<file path="src/rtl/hdmi_frame_sequencer.sv">
// Raster timing and pixel sequencing for the three TMDS encoders of one HDMI/DVI output.
// Optional: define HDMI_SEQ_UNDERFLOW_CNT_EN to add the saturating underflow_count_out counter.
module hdmi_frame_sequencer #(
    parameter int   H_ACTIVE = 1280,
    parameter int   H_FP     = 110,
    parameter int   H_SYNC   = 40,
    parameter int   H_BP     = 220,
    parameter int   V_ACTIVE = 720,
    parameter int   V_FP     = 5,
    parameter int   V_SYNC   = 5,
    parameter int   V_BP     = 20,
    parameter logic HS_POL   = 1'b1,
    parameter logic VS_POL   = 1'b1,
    localparam int  H_TOTAL  = H_ACTIVE + H_FP + H_SYNC + H_BP,
    localparam int  V_TOTAL  = V_ACTIVE + V_FP + V_SYNC + V_BP,
    localparam int  HW       = $clog2(H_TOTAL),
    localparam int  VW       = $clog2(V_TOTAL)
) (
    input  logic          clk_in,
    input  logic          rst_n_in,
    input  logic          enable_in,
    input  logic          pix_valid_in,
    input  logic [23:0]   pix_data_in,
    output logic          pix_ready_out,
    output logic [7:0]    red_out,
    output logic [7:0]    green_out,
    output logic [7:0]    blue_out,
    output logic          ve_out,
    output logic [1:0]    ctrl_blue_out,
    output logic [HW-1:0] hcount_out,
    output logic [VW-1:0] vcount_out,
    output logic          new_frame_out,
`ifdef HDMI_SEQ_UNDERFLOW_CNT_EN
    output logic [15:0]   underflow_count_out,
`endif
    output logic          underflow_out
);

    typedef enum logic [1:0] {IDLE, RUN, DRAIN} state_t;

    state_t        state;
    logic [HW-1:0] h;
    logic [VW-1:0] v;

    logic active;
    logic hs_on;
    logic vs_on;
    logic h_last;
    logic v_last;
    logic xfer;
    logic starve;

    assign active = (int'(h) < H_ACTIVE) && (int'(v) < V_ACTIVE);
    assign hs_on  = (int'(h) >= H_ACTIVE + H_FP) &&
                    (int'(h) <  H_ACTIVE + H_FP + H_SYNC);
    assign vs_on  = (int'(v) >= V_ACTIVE + V_FP) &&
                    (int'(v) <  V_ACTIVE + V_FP + V_SYNC);
    assign h_last = (int'(h) == H_TOTAL - 1);
    assign v_last = (int'(v) == V_TOTAL - 1);

    assign pix_ready_out = (state != IDLE) && active;
    assign xfer          = pix_ready_out && pix_valid_in;
    assign starve        = pix_ready_out && !pix_valid_in;

    always_ff @(posedge clk_in) begin
        if (!rst_n_in) begin
            state         <= IDLE;
            h             <= '0;
            v             <= '0;
            red_out       <= '0;
            green_out     <= '0;
            blue_out      <= '0;
            ve_out        <= 1'b0;
            ctrl_blue_out <= {~VS_POL, ~HS_POL};
            hcount_out    <= '0;
            vcount_out    <= '0;
            new_frame_out <= 1'b0;
            underflow_out <= 1'b0;
`ifdef HDMI_SEQ_UNDERFLOW_CNT_EN
            underflow_count_out <= '0;
`endif
        end else begin
            unique case (state)
                IDLE: begin
                    h             <= '0;
                    v             <= '0;
                    red_out       <= '0;
                    green_out     <= '0;
                    blue_out      <= '0;
                    ve_out        <= 1'b0;
                    ctrl_blue_out <= {~VS_POL, ~HS_POL};
                    hcount_out    <= '0;
                    vcount_out    <= '0;
                    new_frame_out <= 1'b0;
                    if (enable_in) state <= RUN;
                end
                RUN, DRAIN: begin
                    // Sync levels are inactive inside the active region, so this covers both
                    ctrl_blue_out <= {vs_on ? VS_POL : ~VS_POL,
                                      hs_on ? HS_POL : ~HS_POL};
                    ve_out        <= active;
                    red_out       <= xfer ? pix_data_in[23:16] : 8'h00;
                    green_out     <= xfer ? pix_data_in[15:8]  : 8'h00;
                    blue_out      <= xfer ? pix_data_in[7:0]   : 8'h00;
                    hcount_out    <= h;
                    vcount_out    <= v;
                    new_frame_out <= (h == '0) && (v == '0);
                    if (starve) underflow_out <= 1'b1;
`ifdef HDMI_SEQ_UNDERFLOW_CNT_EN
                    if (starve && underflow_count_out != 16'hFFFF)
                        underflow_count_out <= underflow_count_out + 16'd1;
`endif
                    if (h_last) begin
                        h <= '0;
                        v <= v_last ? '0 : v + VW'(1);
                    end else begin
                        h <= h + HW'(1);
                    end
                    if (state == RUN) begin
                        if (!enable_in) state <= DRAIN;
                    end else if (enable_in) begin
                        state <= RUN;
                    end else if (h_last && v_last) begin
                        state <= IDLE;
                    end
                end
                default: state <= IDLE;
            endcase
        end
    end

endmodule

</file>
<file path="config.mk">
export PLATFORM = sky130hd
export DESIGN_NAME = hdmi_frame_sequencer
export DESIGN_NICKNAME = d
export VERILOG_FILES = /design/src/rtl/hdmi_frame_sequencer.sv
export SDC_FILE = /design/constraint.sdc
export NUM_CORES = 1
export LEC_CHECK = 0
export BUFFER_PORTS_ARGS = -buffer_cell sky130_fd_sc_hd__buf_2
export CAP_MARGIN = 20
export CORE_MARGIN = 3
export CORE_UTILIZATION = 50
export CTS_CLUSTER_DIAMETER = 50
export CTS_CLUSTER_SIZE = 24
export DETAILED_ROUTE_END_ITERATION = 10
export PLACE_DENSITY_LB_ADDON = 0.15
export SYNTH_ARGS = -nofsm -noshare
export SYNTH_HDL_FRONTEND = slang
export SYNTH_SLANG_ARGS = --single-unit
</file>
<file path="constraint.sdc">
create_clock -name clk_in -period 2.2 [get_ports clk_in]
set_input_delay 0.22 -clock clk_in [delete_from_list [all_inputs] [get_ports clk_in]]
set_output_delay 0.22 -clock clk_in [all_outputs]
set_load 0.02 [all_outputs]
</file>
After elaboration in Yosys (flattened, before gate mapping):

Index checks and enable logic that the tools add are counted.

* bits in registers: 73
* word-level logic and storage cells: 70

* magnitude comparators: 6
* reduce and logical (&&, ||, !) cells: 18
* equal/unequal tests: 8
* multiplexer cells: 24
* add/subtract/negate cells: 2

Operator list (count)
* 8-bit case mux with 2 select lines: 3
* 11-bit case mux with 2 select lines: 2
* 10-bit case mux with 2 select lines: 2
* 8-bit 2-to-1 mux: 3
* 11-bit < comparator (second input constant): 2
* 10-bit < comparator (second input constant): 2
* 10-bit 2-to-1 mux: 2
* 11-bit by 1-bit adder with 11-bit output (second input constant): 1
* 11-bit by 10-bit equality test with 1-bit output (second input constant): 1
* 11-bit greater-or-equal comparator (second input constant): 1
* 11-bit zero test: 1
* 11-bit 2-to-1 mux: 1
* 10-bit by 1-bit adder with 10-bit output (second input constant): 1
* 10-bit equality test (second input constant): 1
* 10-bit greater-or-equal comparator (second input constant): 1
* 10-bit zero test: 1
* 2-bit 2-to-1 mux: 5
* 1-bit logical AND: 8
* 2-bit case mux with 2 select lines: 2
* 2-bit != test (second input constant): 2
* 4-bit != test (second input constant): 1
* 1-bit case mux with 2 select lines: 2
* 2-bit AND reduction: 2
* 2-bit nonzero test: 2
* other kinds (8): 9

Longest topological paths before layout:

* depth in word-level cells: 6
* gate-level depth with buffers: 9
* mapped depth without buffers: 6

Least setup slack after synthesis:

OpenSTA, ideal clock, no wires.

* path type: register to register
* start: register state[0]
* end: register blue_out[5]
* data arrival time: 1.803 ns
* stages on the path, launching flop included: 10
* setup slack: 0.338 ns
* data required time: 2.141 ns
* clock period less this slack: 1.862 ns
* buffers on the path: 3
* setup time: 0.059 ns
* cells stage by stage: dfxtp_1 inv_1 ha_1 clkbuf_8 nor2b_1 clkbuf_1 clkbuf_1 nand3_1 o21ai_0 and2_1

* word-level cells in the longest chain between the ends: 5
* elaborated cells between the ends (all ways): 10
* classes of those cells: eq/ne: 2; mux: 2; reduce/logical: 6

RTL lines
* start: declaration: RTL line 41 `state_t state;`
* start signal: assignment: RTL line 67 `state <= IDLE;`
* start signal: assignment: RTL line 95 `if (enable_in) state <= RUN;`
* start signal: assignment: RTL line 120 `if (!enable_in) state <= DRAIN;`
* 2-bit nonzero test: RTL line 61 `assign pix_ready_out = (state != IDLE) && active;`
* 1-bit logical AND: RTL line 61
* 1-bit logical AND: RTL line 62 `assign xfer = pix_ready_out && pix_valid_in;`
* 8-bit 2-to-1 mux: RTL line 104 `blue_out <= xfer ? pix_data_in[7:0] : 8'h00;`
* 8-bit case mux with 2 select lines: RTL line 83 `unique case (state)`
* end signal: assignment: RTL line 104
* end: declaration: RTL line 27 `output logic [7:0] blue_out,`

Several ways; a longest one is shown, not always the timed one.
A chain may end at the register's enable or synchronous reset.

Worst setup path after layout:

* start: register state[0]
* end: output pix_ready_out

* word-level cells in the longest chain between the ends: 2

RTL lines
* 2-bit nonzero test: RTL line 61
* 1-bit logical AND: RTL line 61
* end: declaration: RTL line 24 `output logic pix_ready_out,`

No other way between the ends.

==> reports/metrics.yaml <==
synth:
  seq_area_frac_synth: 0.400
  ys_types: 56
  synth.avg_cell_area_sq_um: 7.95
  synth_seq_cells: 73
  yosys_warnings: 0
  syn_nets: 498
  synth_area_sq_mm: 0.00365
  syn-instance-count: 460
timing:
  setup_slack_ns: 0.240
  skew_ns: 0.0104
  relSlewSlack: 0.650
  timing.final.hold_violations: 0
  timing.fmax_mhz: 510
  fin_crit_ns: 1.96
  final.period_utilization: 0.891
  totalNegativeSetupSlack_ns: 0
  maxSlewViolCount: 0
  setup_viol: 0
  grt_setup_unrepaired: "false"
  tightest_slew_ns: 0.525
finish:
  final_nets: 564
  syn2layout_area_growth_pct: 18.2
  drive_gt1_frac: 0.222
  antenna_cells: 0
  layout_commonest_cell: "nand2_1"
  final_cell_mix: "82 x nand2_1, 78 x buf_2, 73 x dfxtp_1"
  layoutNonFillerInstCount: 627
  final.fill_count: 629
  utilization: 0.622
setup_path:
  regToRegEndpoint: "green_out[2]$_SDFFE_PN0P_"
  critPathMaxFanout: 26
  rr_startpoint: "state[0]$_SDFFE_PN0P_"
  worstSetupStartpointType: "flop"
  r2r_setup_slack_ns: 0.28
  crit_path_end_kind: "primary output"
  cp.arrival_ns: 1.74
  cp.required_ns: 1.98
  path_class: "flop to primary output"
  ff2ff_path_depth: 7
clock_network:
  insertion_delay_ns: 0.35
  cts_sinks: 73
  cts.reportedPaths.clkPinSlew_ns: 0.08
  cts_tree: "built"
  postCtsSetupBuffers: 0
  htree_num_levels: 3
  cts_root_buffer: "clkbuf_8"
  clk_path_buf_depth: 2
  cts_buffers: 9
  ctsResizeCount: 0
  cts_hold_buf: 0
routing:
  via_per_inst: 5.27
  drc: 0
  ant_nets: 0
  dr.first_iter.drc_count: 154
  vias: 3306
  drtPass1Iterations: 4
  wl_um: 8860
  avgRoutedWirePerCell_um: 14.1
outcome:
  outcome: "finished clean"
placement:
  place_hpwl_um: 6080
  dp.cells: 611
  place_ws_ns: 0.306
  place_congestion: 0.879
  portBuffers: 78
min_path:
  hold_path_startpoint: "enable_in"
  holdPathEnd: "state[1]$_SDFFE_PN0P_"
  hold_depth: 4
  hold_path_class: "primary input to flop"
grt:
  grt_pass1_wl_um: 14800
  antenna_found_initial: 0
  grt_pass1_vias: 3032
  grt_max_degree: 58
  grt-ovfl-total: 0
  track_usage: 0.216
pwr:
  power_mw: 3.01
  ir_drop_v: 0.000460
  leakage_nw: 1.75
  powerDensity_mw_per_mm2: 698
floorplan:
  die_area_sq_mm: 0.00837
  ios: 79
  die_h_um: 91.5
  die_x_um: 91.5
  core-area_sq_mm: 0.00694
  rows: 30
  start_util: 0.526
run:
  cap_violations: 0
==> how the worst max path moves through the flow <==
stage / to / cells after the start / slack (ns) / from
floorplan: blue_out[5]$_SDFFE_PN0P_ / 9 / 0.34 / state[0]$_SDFFE_PN0P_
global placement: state[0]$_SDFFE_PN0P_ / 4 / 0.38 / h[3]$_SDFFE_PN0P_
detailed placement: green_out[2]$_SDFFE_PN0P_ / 7 / 0.31 / state[0]$_SDFFE_PN0P_
CTS: pix_ready_out / 7 / 0.21 / state[0]$_SDFFE_PN0P_
global route: pix_ready_out / 7 / 0.09 / state[0]$_SDFFE_PN0P_
finish: pix_ready_out / 7 / 0.24 / state[0]$_SDFFE_PN0P_
==> logic make-up (layout without fill, tap and decap cells) <==
kind of cell | after synthesis | after routing | share of synthesized area
AOI/OAI and AO/OA | 89 | 89 | 0.148
xor gates and xnor gates | 11 | 11 | 0.0264
adders and majority gates | 10 | 10 | 0.0342
buffers and inverters | 55 | 126 | 0.0787
DFF | 73 | 73 | 0.400
muxes | 1 | 1 | 0.00274
and+or+nand+nor | 221 | 221 | 0.310
==> stage by stage <==
step,hold slack [ns],cell area (sq um)
after floorplan,0.407,3650
after global placement,0.446,4060
after detailed placement,0.454,4060
after CTS,0.224,4320
after global routing,0.235,4320
final,0.239,4320
==> final cells by class <==
| cell class | instances | area [sq um] | area share |
|---|---|---|---|
| Clock buffer | 10 | 128 | 0.0295 |
| Clock inverter | 6 | 138 | 0.0319 |
| Inverter | 18 | 67.6 | 0.0156 |
| Multi-Input combinational cell | 332 | 1910 | 0.442 |
| Sequential cell | 73 | 1460 | 0.338 |
| Tap cell | 96 | 120 | 0.0278 |
| Timing Repair Buffer | 92 | 495 | 0.115 |
==> synth_stat cells (all sizes together) <==
library cell    n  share of area
nand2          82          0.084
dfxtp          73           0.40
o21ai          57          0.079
and2           44          0.075
nand3          33          0.047
clkbuf         26          0.031
inv            18          0.018
nor2           18          0.018
buf            10          0.026
ha             10          0.034
o2111ai         8          0.019
nor3            7         0.0096
xnor2           7          0.017
a21boi          6          0.012
nor2b           6          0.010
nor4            6          0.014
nand4           5         0.0086
and3            4         0.0075
o22ai           4         0.0068
o31a            4         0.0099
xor2            4         0.0096
nand3b          3         0.0062
o21a            3         0.0062
a21o            2         0.0045
a31oi           2         0.0034
nor3b           2         0.0041
or3             2         0.0038
or4             2         0.0051
a2111oi         1         0.0024
a211oi          1         0.0021
a22oi           1         0.0021
and2b           1         0.0021
and3b           1         0.0024
and4b           1         0.0027
clkdlybuf4s15   1         0.0031
mux2i           1         0.0027
nand2b          1         0.0017
nand4b          1         0.0024
nand4bb         1         0.0031
or2             1         0.0017
==> state kept, by name (all words and copies together) (netlist names) <==
name           cells
h                 11
hcount_out        11
v                 10
vcount_out        10
blue_out           8
green_out          8
red_out            8
ctrl_blue_out      2
state              2
new_frame_out      1
underflow_out      1
ve_out             1
==> routing by layer <==
layer,wire length (um),global-route usage,vias up
met2,4290,0.362,74
met5,0,0,-
li1,-,-,1676
met1,4060,0.276,1547
met3,447,0.0555,9
met4,60,0.0503,0
==> power breakdown <==
part           total, mW  leakage [nW]  internal, mW  switching (mW)
combinational      0.270          1.03        0.0943           0.176
sequential          1.35         0.589          1.34          0.0147
clock               1.39         0.131         0.877           0.518
total               3.02          1.75          2.31           0.709
==> worst max-delay path, stage by stage, from the launching register on <==
cell	delay (ns)
dfxtp_1	0.42
inv_1	0.07
ha_1	0.24
inv_1	0.10
o2111ai_1	0.10
buf_4	0.23
inv_1	0.07
buf_2	0.15
(Power assumes the default switching activity.)
